===== config.mk =====
export PLATFORM = sky130hd
export DESIGN_NAME = gps_multi_chan_gen
export DESIGN_NICKNAME = d
export VERILOG_FILES = /design/src/rtl/gps_multi_chan_gen.sv
export SDC_FILE = /design/constraint.sdc
export NUM_CORES = 1
export LEC_CHECK = 0
export CAP_MARGIN = 0
export CORE_UTILIZATION = 46
export CTS_BUF_LIST = sky130_fd_sc_hd__clkbuf_4 sky130_fd_sc_hd__clkbuf_8
export CTS_CLUSTER_SIZE = 24
export DETAILED_ROUTE_END_ITERATION = 7
export MAX_ROUTING_LAYER = met4
export PLACE_DENSITY = 0.68
export SYNTH_ARGS = -nofsm -noshare
export SYNTH_HDL_FRONTEND = slang
export SYNTH_SLANG_ARGS = --single-unit

===== constraint.sdc =====
create_clock -name clk_in -period 10.8 [get_ports clk_in]
set_clock_uncertainty 0.1 [all_clocks]
set_input_delay 1.08 -clock clk_in [delete_from_list [all_inputs] [get_ports clk_in]]
set_output_delay 1.08 -clock clk_in [all_outputs]
set_load 0.05 [all_outputs]

===== src/rtl/gps_multi_chan_gen.sv =====
// Multi-channel GPS L1 C/A baseband generator: per-channel Gold code, code-phase
// slew and carrier NCO, summed into signed I/Q samples.
module gps_multi_chan_gen #(
    parameter int  N_CH          = 4,
    parameter int  NCO_W         = 16,
    parameter int  CLKS_PER_CHIP = 16,
    localparam int SW            = $clog2(N_CH + 1) + 1
) (
    input  logic             clk_in,
    input  logic             rst_in_n,
    input  logic             ena_in,
    input  logic             cfg_we_in,
    input  logic [2:0]       cfg_ch_in,
    input  logic [3:0]       cfg_tap_a_in,
    input  logic [3:0]       cfg_tap_b_in,
    input  logic [9:0]       cfg_phase_in,
    input  logic [NCO_W-1:0] cfg_fcw_in,
    input  logic             cfg_on_in,
    input  logic [N_CH-1:0]  msg_in,
    output logic [SW-1:0]    i_out,
    output logic [SW-1:0]    q_out,
    output logic [N_CH-1:0]  epoch_out,
    output logic             phase_done_out,
    output logic             cfg_err_out
);
    localparam int                TW        = $clog2(CLKS_PER_CHIP);
    localparam logic [9:0]        LAST_CHIP = 10'd1022;
    localparam logic [9:0]        LFSR_INIT = 10'h3FF;
    localparam logic [TW-1:0]     TICK_LAST = TW'(CLKS_PER_CHIP - 1);
    localparam logic [SW-1:0]     S_ONE     = SW'(1'b1);

    // Stage n of each LFSR lives at bit n-1; output is stage 10.
    function automatic logic [9:0] g1_step(input logic [9:0] g);
        g1_step = {g[8:0], g[2] ^ g[9]};
    endfunction

    function automatic logic [9:0] g2_step(input logic [9:0] g);
        g2_step = {g[8:0], g[1] ^ g[2] ^ g[5] ^ g[7] ^ g[8] ^ g[9]};
    endfunction

    function automatic logic tap_legal(input logic [3:0] t);
        tap_legal = (t >= 4'd1) && (t <= 4'd10);
    endfunction

    function automatic logic tap_sel(input logic [9:0] g, input logic [3:0] t);
        if (tap_legal(t)) begin
            tap_sel = g[t - 4'd1];
        end else begin
            tap_sel = 1'b0;
        end
    endfunction

    logic [9:0]       g1_r       [N_CH];
    logic [9:0]       g2_r       [N_CH];
    logic [9:0]       chip_cnt_r [N_CH];
    logic [9:0]       slew_r     [N_CH];
    logic [3:0]       tap_a_r    [N_CH];
    logic [3:0]       tap_b_r    [N_CH];
    logic [NCO_W-1:0] acc_r      [N_CH];
    logic [NCO_W-1:0] fcw_r      [N_CH];
    logic [N_CH-1:0]  on_r;
    logic [N_CH-1:0]  msg_r;
    logic [TW-1:0]    tick_r;

    logic [SW-1:0]    i_r;
    logic [SW-1:0]    q_r;
    logic [N_CH-1:0]  epoch_r;
    logic             phase_done_r;
    logic             cfg_err_r;

    logic             cfg_ok_s;
    logic             tick_wrap_s;
    logic [N_CH-1:0]  wr_s;
    logic [N_CH-1:0]  slewing_s;
    logic [N_CH-1:0]  adv_s;
    logic [N_CH-1:0]  epoch_hit_s;
    logic             chip_s;
    logic             bit_i_s;
    logic             bit_q_s;
    logic [SW-1:0]    i_sum_s;
    logic [SW-1:0]    q_sum_s;
    logic             any_slew_s;

    // Write decode, per-channel advance/epoch decisions and the I/Q sums
    always_comb begin
        cfg_ok_s    = ({1'b0, cfg_ch_in} < 4'(N_CH)) && tap_legal(cfg_tap_a_in) &&
                      tap_legal(cfg_tap_b_in) && (cfg_phase_in <= LAST_CHIP);
        tick_wrap_s = ena_in && (tick_r == TICK_LAST);
        wr_s        = '0;
        slewing_s   = '0;
        adv_s       = '0;
        epoch_hit_s = '0;
        chip_s      = 1'b0;
        bit_i_s     = 1'b0;
        bit_q_s     = 1'b0;
        i_sum_s     = '0;
        q_sum_s     = '0;
        any_slew_s  = 1'b0;
        for (int ch = 0; ch < N_CH; ch++) begin
            wr_s[ch]        = cfg_we_in && cfg_ok_s && (cfg_ch_in == 3'(ch));
            slewing_s[ch]   = (slew_r[ch] != 10'd0);
            adv_s[ch]       = ena_in && on_r[ch] && (slewing_s[ch] || tick_wrap_s);
            // A write to the same channel overrides a coincident epoch.
            epoch_hit_s[ch] = adv_s[ch] && !slewing_s[ch] &&
                              (chip_cnt_r[ch] == LAST_CHIP) && !wr_s[ch];
            chip_s  = g1_r[ch][9] ^ tap_sel(g2_r[ch], tap_a_r[ch]) ^ tap_sel(g2_r[ch], tap_b_r[ch]);
            bit_q_s = chip_s ^ msg_r[ch] ^ acc_r[ch][NCO_W-1];
            bit_i_s = bit_q_s ^ acc_r[ch][NCO_W-2];
            if (on_r[ch] && !slewing_s[ch]) begin
                i_sum_s = bit_i_s ? (i_sum_s - S_ONE) : (i_sum_s + S_ONE);
                q_sum_s = bit_q_s ? (q_sum_s - S_ONE) : (q_sum_s + S_ONE);
            end else begin
                i_sum_s = i_sum_s;
                q_sum_s = q_sum_s;
            end
            any_slew_s = any_slew_s | (on_r[ch] & slewing_s[ch]);
        end
    end

    // Per-channel configuration, code generator, slew and carrier state
    always_ff @(posedge clk_in or negedge rst_in_n) begin
        if (!rst_in_n) begin
            for (int ch = 0; ch < N_CH; ch++) begin
                g1_r[ch]       <= LFSR_INIT;
                g2_r[ch]       <= LFSR_INIT;
                chip_cnt_r[ch] <= 10'd0;
                slew_r[ch]     <= 10'd0;
                tap_a_r[ch]    <= 4'd0;
                tap_b_r[ch]    <= 4'd0;
                acc_r[ch]      <= '0;
                fcw_r[ch]      <= '0;
            end
            on_r  <= '0;
            msg_r <= '0;
        end else begin
            for (int ch = 0; ch < N_CH; ch++) begin
                if (wr_s[ch]) begin
                    tap_a_r[ch]    <= cfg_tap_a_in;
                    tap_b_r[ch]    <= cfg_tap_b_in;
                    fcw_r[ch]      <= cfg_fcw_in;
                    on_r[ch]       <= cfg_on_in;
                    g1_r[ch]       <= LFSR_INIT;
                    g2_r[ch]       <= LFSR_INIT;
                    chip_cnt_r[ch] <= 10'd0;
                    acc_r[ch]      <= '0;
                    msg_r[ch]      <= 1'b0;
                    slew_r[ch]     <= cfg_phase_in;
                end else begin
                    if (adv_s[ch]) begin
                        if (chip_cnt_r[ch] == LAST_CHIP) begin
                            g1_r[ch]       <= LFSR_INIT;
                            g2_r[ch]       <= LFSR_INIT;
                            chip_cnt_r[ch] <= 10'd0;
                        end else begin
                            g1_r[ch]       <= g1_step(g1_r[ch]);
                            g2_r[ch]       <= g2_step(g2_r[ch]);
                            chip_cnt_r[ch] <= chip_cnt_r[ch] + 10'd1;
                        end
                        if (slewing_s[ch]) begin
                            slew_r[ch] <= slew_r[ch] - 10'd1;
                        end
                        if (epoch_hit_s[ch]) begin
                            msg_r[ch] <= msg_in[ch];
                        end
                    end
                    if (ena_in && on_r[ch]) begin
                        acc_r[ch] <= acc_r[ch] + fcw_r[ch];
                    end
                end
            end
        end
    end

    // Shared chip-rate tick counter
    always_ff @(posedge clk_in or negedge rst_in_n) begin
        if (!rst_in_n) begin
            tick_r <= '0;
        end else if (ena_in) begin
            tick_r <= tick_wrap_s ? '0 : (tick_r + TW'(1'b1));
        end
    end

    // Registered outputs: levels hold while disabled, pulses are forced low
    always_ff @(posedge clk_in or negedge rst_in_n) begin
        if (!rst_in_n) begin
            i_r          <= '0;
            q_r          <= '0;
            epoch_r      <= '0;
            phase_done_r <= 1'b1;
            cfg_err_r    <= 1'b0;
        end else begin
            if (ena_in) begin
                i_r          <= i_sum_s;
                q_r          <= q_sum_s;
                phase_done_r <= !any_slew_s;
                epoch_r      <= epoch_hit_s;
                cfg_err_r    <= cfg_we_in && !cfg_ok_s;
            end else begin
                epoch_r   <= '0;
                cfg_err_r <= 1'b0;
            end
        end
    end

    assign i_out          = i_r;
    assign q_out          = q_r;
    assign epoch_out      = epoch_r;
    assign phase_done_out = phase_done_r;
    assign cfg_err_out    = cfg_err_r;

endmodule

-- After elaboration in Yosys (flattened, before gate mapping)
Cells that the tools add are included.
- register bits after elaboration: 346
- output and inout bits: 14
- logic and storage cells: 366
- add/sub/neg operators: 33
- order comparisons: 30
- equality and inequality tests: 8
- mux-type cells: 111
- bitwise logic cells: 51
- reductions and logical operators: 87
- operators by type and width (operator ; count):
    $mux 10 ; 48
    $mux 16 ; 8
    $mux 4 ; 18
    $add 16x16->16 ; 4
    $sub 4x1->4 const B ; 14
    $logic_and 1x1->1 ; 44
    $xor 1x1->1 ; 44
    $add 10x1->10 const B ; 4
    $eq 10x10->1 const B ; 4
    $ge 4x1->1 const B ; 10
    $le 4x4->1 const B ; 10
    $lt 4x5->1 const B ; 8
    $reduce_bool 10->1 ; 4
    $sub 10x1->10 const B ; 4
    $bmux 1 s4 ; 8
    $reduce_bool 2->1 ; 16
    $mux 1 ; 29
    $add 4x1->4 const B ; 7
    $reduce_and 2->1 ; 8
    $le 10x10->1 const B ; 1
    $logic_not 1->1 ; 10
    $eq 3x2->1 const B ; 2
    $and 1x1->1 ; 4
    $eq 4x4->1 const B ; 1
    5 further kinds ; 10

-- Depth between registers and ports, before layout
- depth after elaboration: 20
- depth in mapped cells: 24
- depth with buffers taken out: 23

-- Least setup slack after synthesis
Ideal clock, no wire load.
- path type: register -> register
- start: reg tap_a_r[12] (netlist bit)
- end: reg i_r[3] (netlist: i_out[3])
- arrival: 4767 ps
- required time: 10618 ps
- slack: 5851 ps
- stages on the path, launching flop included: 22
- period minus slack after synthesis: 4949 ps
- path through: dfrtp_1 > inv_1 > ha_1 > mux4_1 > mux2_2 > nor2_1 > nor3_1 > xnor3_2 > xnor2_4 > nand2b_1 > fa_1 > o21ai_1 > fa_1 > xnor2_1 > nand2_1 > and2_1 > ha_1 > a21oi_1 > o21ai_0 > xor2_1 > a211o_1 > a31oi_1
- cells in the longest elaborated chain, start to end: 20
- elaborated cells on any way between the ends: 26
- RTL lines (element ; line ; text):
    start: declaration ; 57 ; logic [3:0] tap_a_r [N_CH];
    start signal: indexed assignment ; 138 ; tap_a_r[ch] <= cfg_tap_a_in;
    $sub 4x1->4 ; 47 ; tap_sel = g[t - 4'd1];
    $bmux 1 s4 ; 47 ;
    $mux 1 (implied by the code) ; 47 ;
    $mux 1 (*) ; 46 ; if (tap_legal(t)) begin
    $xor 1x1->1 (*) (2 in a row) ; 106 ; chip_s = g1_r[ch][9] ^ tap_sel(g2_r[ch], tap_a_r[ch]) ^ tap_sel(g2_r[ch], tap_b_r[ch]);
    $xor 1x1->1 (*) (2 in a row) ; 107 ; bit_q_s = chip_s ^ msg_r[ch] ^ acc_r[ch][NCO_W-1];
    $xor 1x1->1 (*) ; 108 ; bit_i_s = bit_q_s ^ acc_r[ch][NCO_W-2];
    $mux 4 (*) ; 110 ; i_sum_s = bit_i_s ? (i_sum_s - S_ONE) : (i_sum_s + S_ONE);
    [... 2 more ...] ; - ;
    $mux 4 ; 110 ;
    $mux 4 (*) ; 109 ; if (on_r[ch] && !slewing_s[ch]) begin
    $add 4x1->4 or $sub 4x1->4 (tied branches) ; 110 ;
    $mux 4 ; 110 ;
    $mux 4 (*) ; 109 ;
    $add 4x1->4 or $sub 4x1->4 (tied branches) ; 110 ;
    $mux 4 ; 110 ;
    $mux 4 (*) ; 109 ;
    end signal: assignment ; 193 ; i_r <= i_sum_s;
    end: declaration ; 65 ; logic [SW-1:0] i_r;
Every way passes the cells marked *; elsewhere a longest branch is shown, timed or not. The select of a mux whose other input is x is not followed.
A chain may end at the register's enable or synchronous reset.

-- Worst setup path in the final report
Same ends and word-level chain as after synthesis.

==> reports/metrics.cfg <==
[run_status]
status=complete, no violations

[logic_synthesis]
ys_warn_count=0
yosysTopAreaCellShare_pct=34.1
yosys.area.top_type=dfrtp_1
syn-cell-area_um2=19400
seq_area_frac_synth_pct=45.1
synth_mux_area_share_pct=4.31
synth_top_family_by_area=simple AND/OR/NAND/NOR gates
synth_area_leaders=dfrtp_1, dfstp_2, nand2_1
syn_avg_cell_area_um2=9.56
synth_flop_cell=dfrtp_1
syn_nets=2191
synth_xor_area_share_pct=7.56
synthArstFlopShare_pct=100
syn_inst=2028
synth_fa_ha_area_share_pct=8.02
synthDistinctLibCells=74
synth-simple-area-share_pct=17.0
ys_ff_latch=345
synth-edff-count=0
synth-compound-area-share_pct=15.2

[routing]
remaining_drc_errors=0
firstDrtPassIters=8
routed_wl_um=46000
ant_nets=0
num_vias=14900
drt_iter0_drc=1004
vias_per_cell=5.59
wl_per_cell_um=17.3

[final_layout]
layout-drive-gt1-share_pct=13.0
finalNetCount=2247
n_antenna_cell=0
fin_area_um2=21900
n_fill_cell=3681
area_growth_pct=13.1

[setup_path]
critPathMaxFanout=6
reg2regPathDepth=21
reg2reg_slack_ns=5.37
worstPathRequired_ns=11.27
crit_path_top_delay_cell=fa_1
reg2reg_to=i_out[3]$_DFFE_PN0P_
criticalPathCategory=reg -> reg
reg2reg_from=tap_a_r[12]$_DFFE_PN0P_
timing.critical_path.from_type=register
crit_chain=inv_1, ha_1, mux4_1, mux2_2, nor2_1, nor3_1, xnor3_2, xnor2_4, nand2b_1, fa_1, o21ai_1, fa_1, xnor2_1, nand2_1, and2_1, ha_1, a21oi_1, o21ai_0, xor2_1, a211o_1, a31oi_1
crit_path_end_kind=register
crit_arrival_ns=5.90
cpPeakStageDelay_ns=0.54

[sta]
report.final.setup_viol=0
holdWs_ns=0.382
rsz0062_at_grt=false
timing.fmax_mhz=184
drv_slew=0
worst_pin_slew_ns=1.16
finalSetupTns_ns=0
slew-limit-headroom_pct=21.9
layout_worst_path_cycle_share_pct=50.3
period_needed_ns=5.43
hold_viol=0

[global_route]
grt_start_max_net_pins=174
grtUsageMet3_pct=3.52
grt_pass1_wl_um=76400
grtUsageMet1_pct=30.3
antenna_found_initial=0
busiest_layer=met2
grt_usage_pct=22.6
grt_pass1_vias=14700
grtUsageMet2_pct=34.3
overflow=0

[clocking]
hold_buffers=0
h-tree-depth=2
cts_setup_buffers=0
cts_buffers=60
clock-root-buffer=clkbuf_8
cts_tree=yes
clock-sinks=345
cts_resized=0
clockBufferDepth=3
path_clk_slew_ns=0.06
clock_latency_ns=0.66

[hold_path]
worstHoldPathCells=2
worstHoldPathType=reg -> reg
holdCritStartpoint=fcw_r[27]$_DFFE_PN0P_
min_to=fcw_r[27]$_DFFE_PN0P_

[pwr]
p_leak_nw=9.75
ir_worst_vdd_mv=0.124
power_density_nw_per_um2=275

[flow_run]
maxCapViolCount=0

[floorplan]
die_h_um=207
die_area_um2=43000
coreArea_um2=41200
die_x_um=207
io_pins=60
initial_core_util_pct=47.0
rows=74

[place]
dpl_cell_area_um2=20400
gp_congestion=0.879
hpwl_um=30900
port-buffer-count=59

## sequential cells by signal, indices dropped and copies added, names as in the netlist
| signal | cells |
|---|---|
| acc_r | 64 |
| fcw_r | 64 |
| chip_cnt_r | 40 |
| g1_r | 40 |
| g2_r | 40 |
| slew_r | 40 |
| tap_a_r | 16 |
| tap_b_r | 16 |
| epoch_out | 4 |
| i_out | 4 |
| msg_r | 4 |
| on_r | 4 |
| tick_r | 4 |
| q_out | 3 |
| cfg_err_out | 1 |
| phase_done_out | 1 |
## area by class of cell
cell class,instances,area (um^2),area share (%)
Multi-Input combinational cell,1540,10100,46.0
Sequential cell,345,8730,39.8
Clock buffer,95,1210,5.53
Timing Repair Buffer,71,698,3.18
Tap cell,532,666,3.03
Clock inverter,18,273,1.24
Inverter,66,248,1.13
## power breakdown
group	switching (mW)	internal, mW
clock	0.573	0.881
sequential	0.418	1.82
combinational	1.22	1.13
## metrics by stage
stage | instances | utilization, % | setup WS (ns) | power (mW)
CTS | 2667 | 53.2 | 5.37 | 6.09
finish | 2667 | 53.2 | 5.37 | 6.04
global route | 2667 | 53.2 | 5.09 | 6.50
detailed placement | 2554 | 49.6 | 5.40 | 4.60
global placement | 2554 | 49.6 | 5.58 | 4.47
floorplan | 2028 | - | 5.85 | 4.06
## how the worst max path moves through the flow
stage                                        from                   end  slack [ns]  cells after the start
final                     tap_a_r[12]$_DFFE_PN0P_  i_out[3]$_DFFE_PN0P_        5.37                     21
after floorplan           tap_a_r[12]$_DFFE_PN0P_  i_out[3]$_DFFE_PN0P_        5.85                     21
after CTS                 tap_a_r[12]$_DFFE_PN0P_  i_out[3]$_DFFE_PN0P_        5.37                     21
after global placement    tap_a_r[12]$_DFFE_PN0P_  i_out[3]$_DFFE_PN0P_        5.58                     21
after global routing      tap_a_r[12]$_DFFE_PN0P_  i_out[3]$_DFFE_PN0P_        5.09                     21
after detailed placement  tap_a_r[12]$_DFFE_PN0P_  i_out[3]$_DFFE_PN0P_        5.40                     21
## worst max-delay path, delay by kind of cell, from the launching register on
family                   cells  cell delay (ns)
AO/OA/AOI/OAI                5             0.81
multiplexers                 2             0.57
flip-flops                   1             0.49
adder cells (fa/ha/maj)      4             1.67
AND/OR/NAND/NOR              5             0.61
buffers and inverters        1             0.13
XOR/XNOR                     4             0.99
## synth_stat cells (5+ instances only)
cell,instances
o22a_1,78
dfrtp_1,264
buf_2,13
nor2_1,100
or2_2,7
and2_1,9
nand4_1,22
nand3_1,35
nor3_1,51
a211oi_1,16
inv_1,66
mux2_2,29
fa_1,12
dfstp_2,81
nor4_1,13
or4_1,5
nor2b_1,12
a211o_1,5
a31oi_1,13
a21oi_1,150
o21bai_1,9
xnor2_1,111
nand2_1,420
mux4_2,14
ha_1,105
or3_1,18
mux2i_1,14
xor2_1,46
clkbuf_1,58
nor3b_1,5
and3_1,23
nand2b_1,7
o21ai_0,121
a21o_1,18
o41ai_1,21
## metal layers
layer | up-vias | share of wire, %
met5 | - | 0
met4 | 0 | 3.1
met3 | 95 | 4.8
met2 | 343 | 46
met1 | 7248 | 46
li1 | 7224 | -
## cell families (layout without fill, tap and decap cells)
kind of cell               count (synthesis)  count (layout)
DFF                                      345             345
and+or+nand+nor                          741             741
buffers and inverters                    143             250
adders and majority gates                117             117
AOI/OAI and AO/OA                        462             462
xor gates and xnor gates                 161             161
muxes                                     59              59
## cell usage in the layout, fill, tap and decap left out, types with 46 or more instances in the layout
cell type,count
ha_1,105
a21oi_1,150
nor2_1,100
dfrtp_1,264
o22a_1,78
xor2_1,46
dfstp_2,81
clkdlybuf4s50_1,58
xnor2_1,111
nand2_1,420
inv_1,66
o21ai_0,121
nor3_1,50
clkbuf_8,80
(Power assumes the default switching activity.)
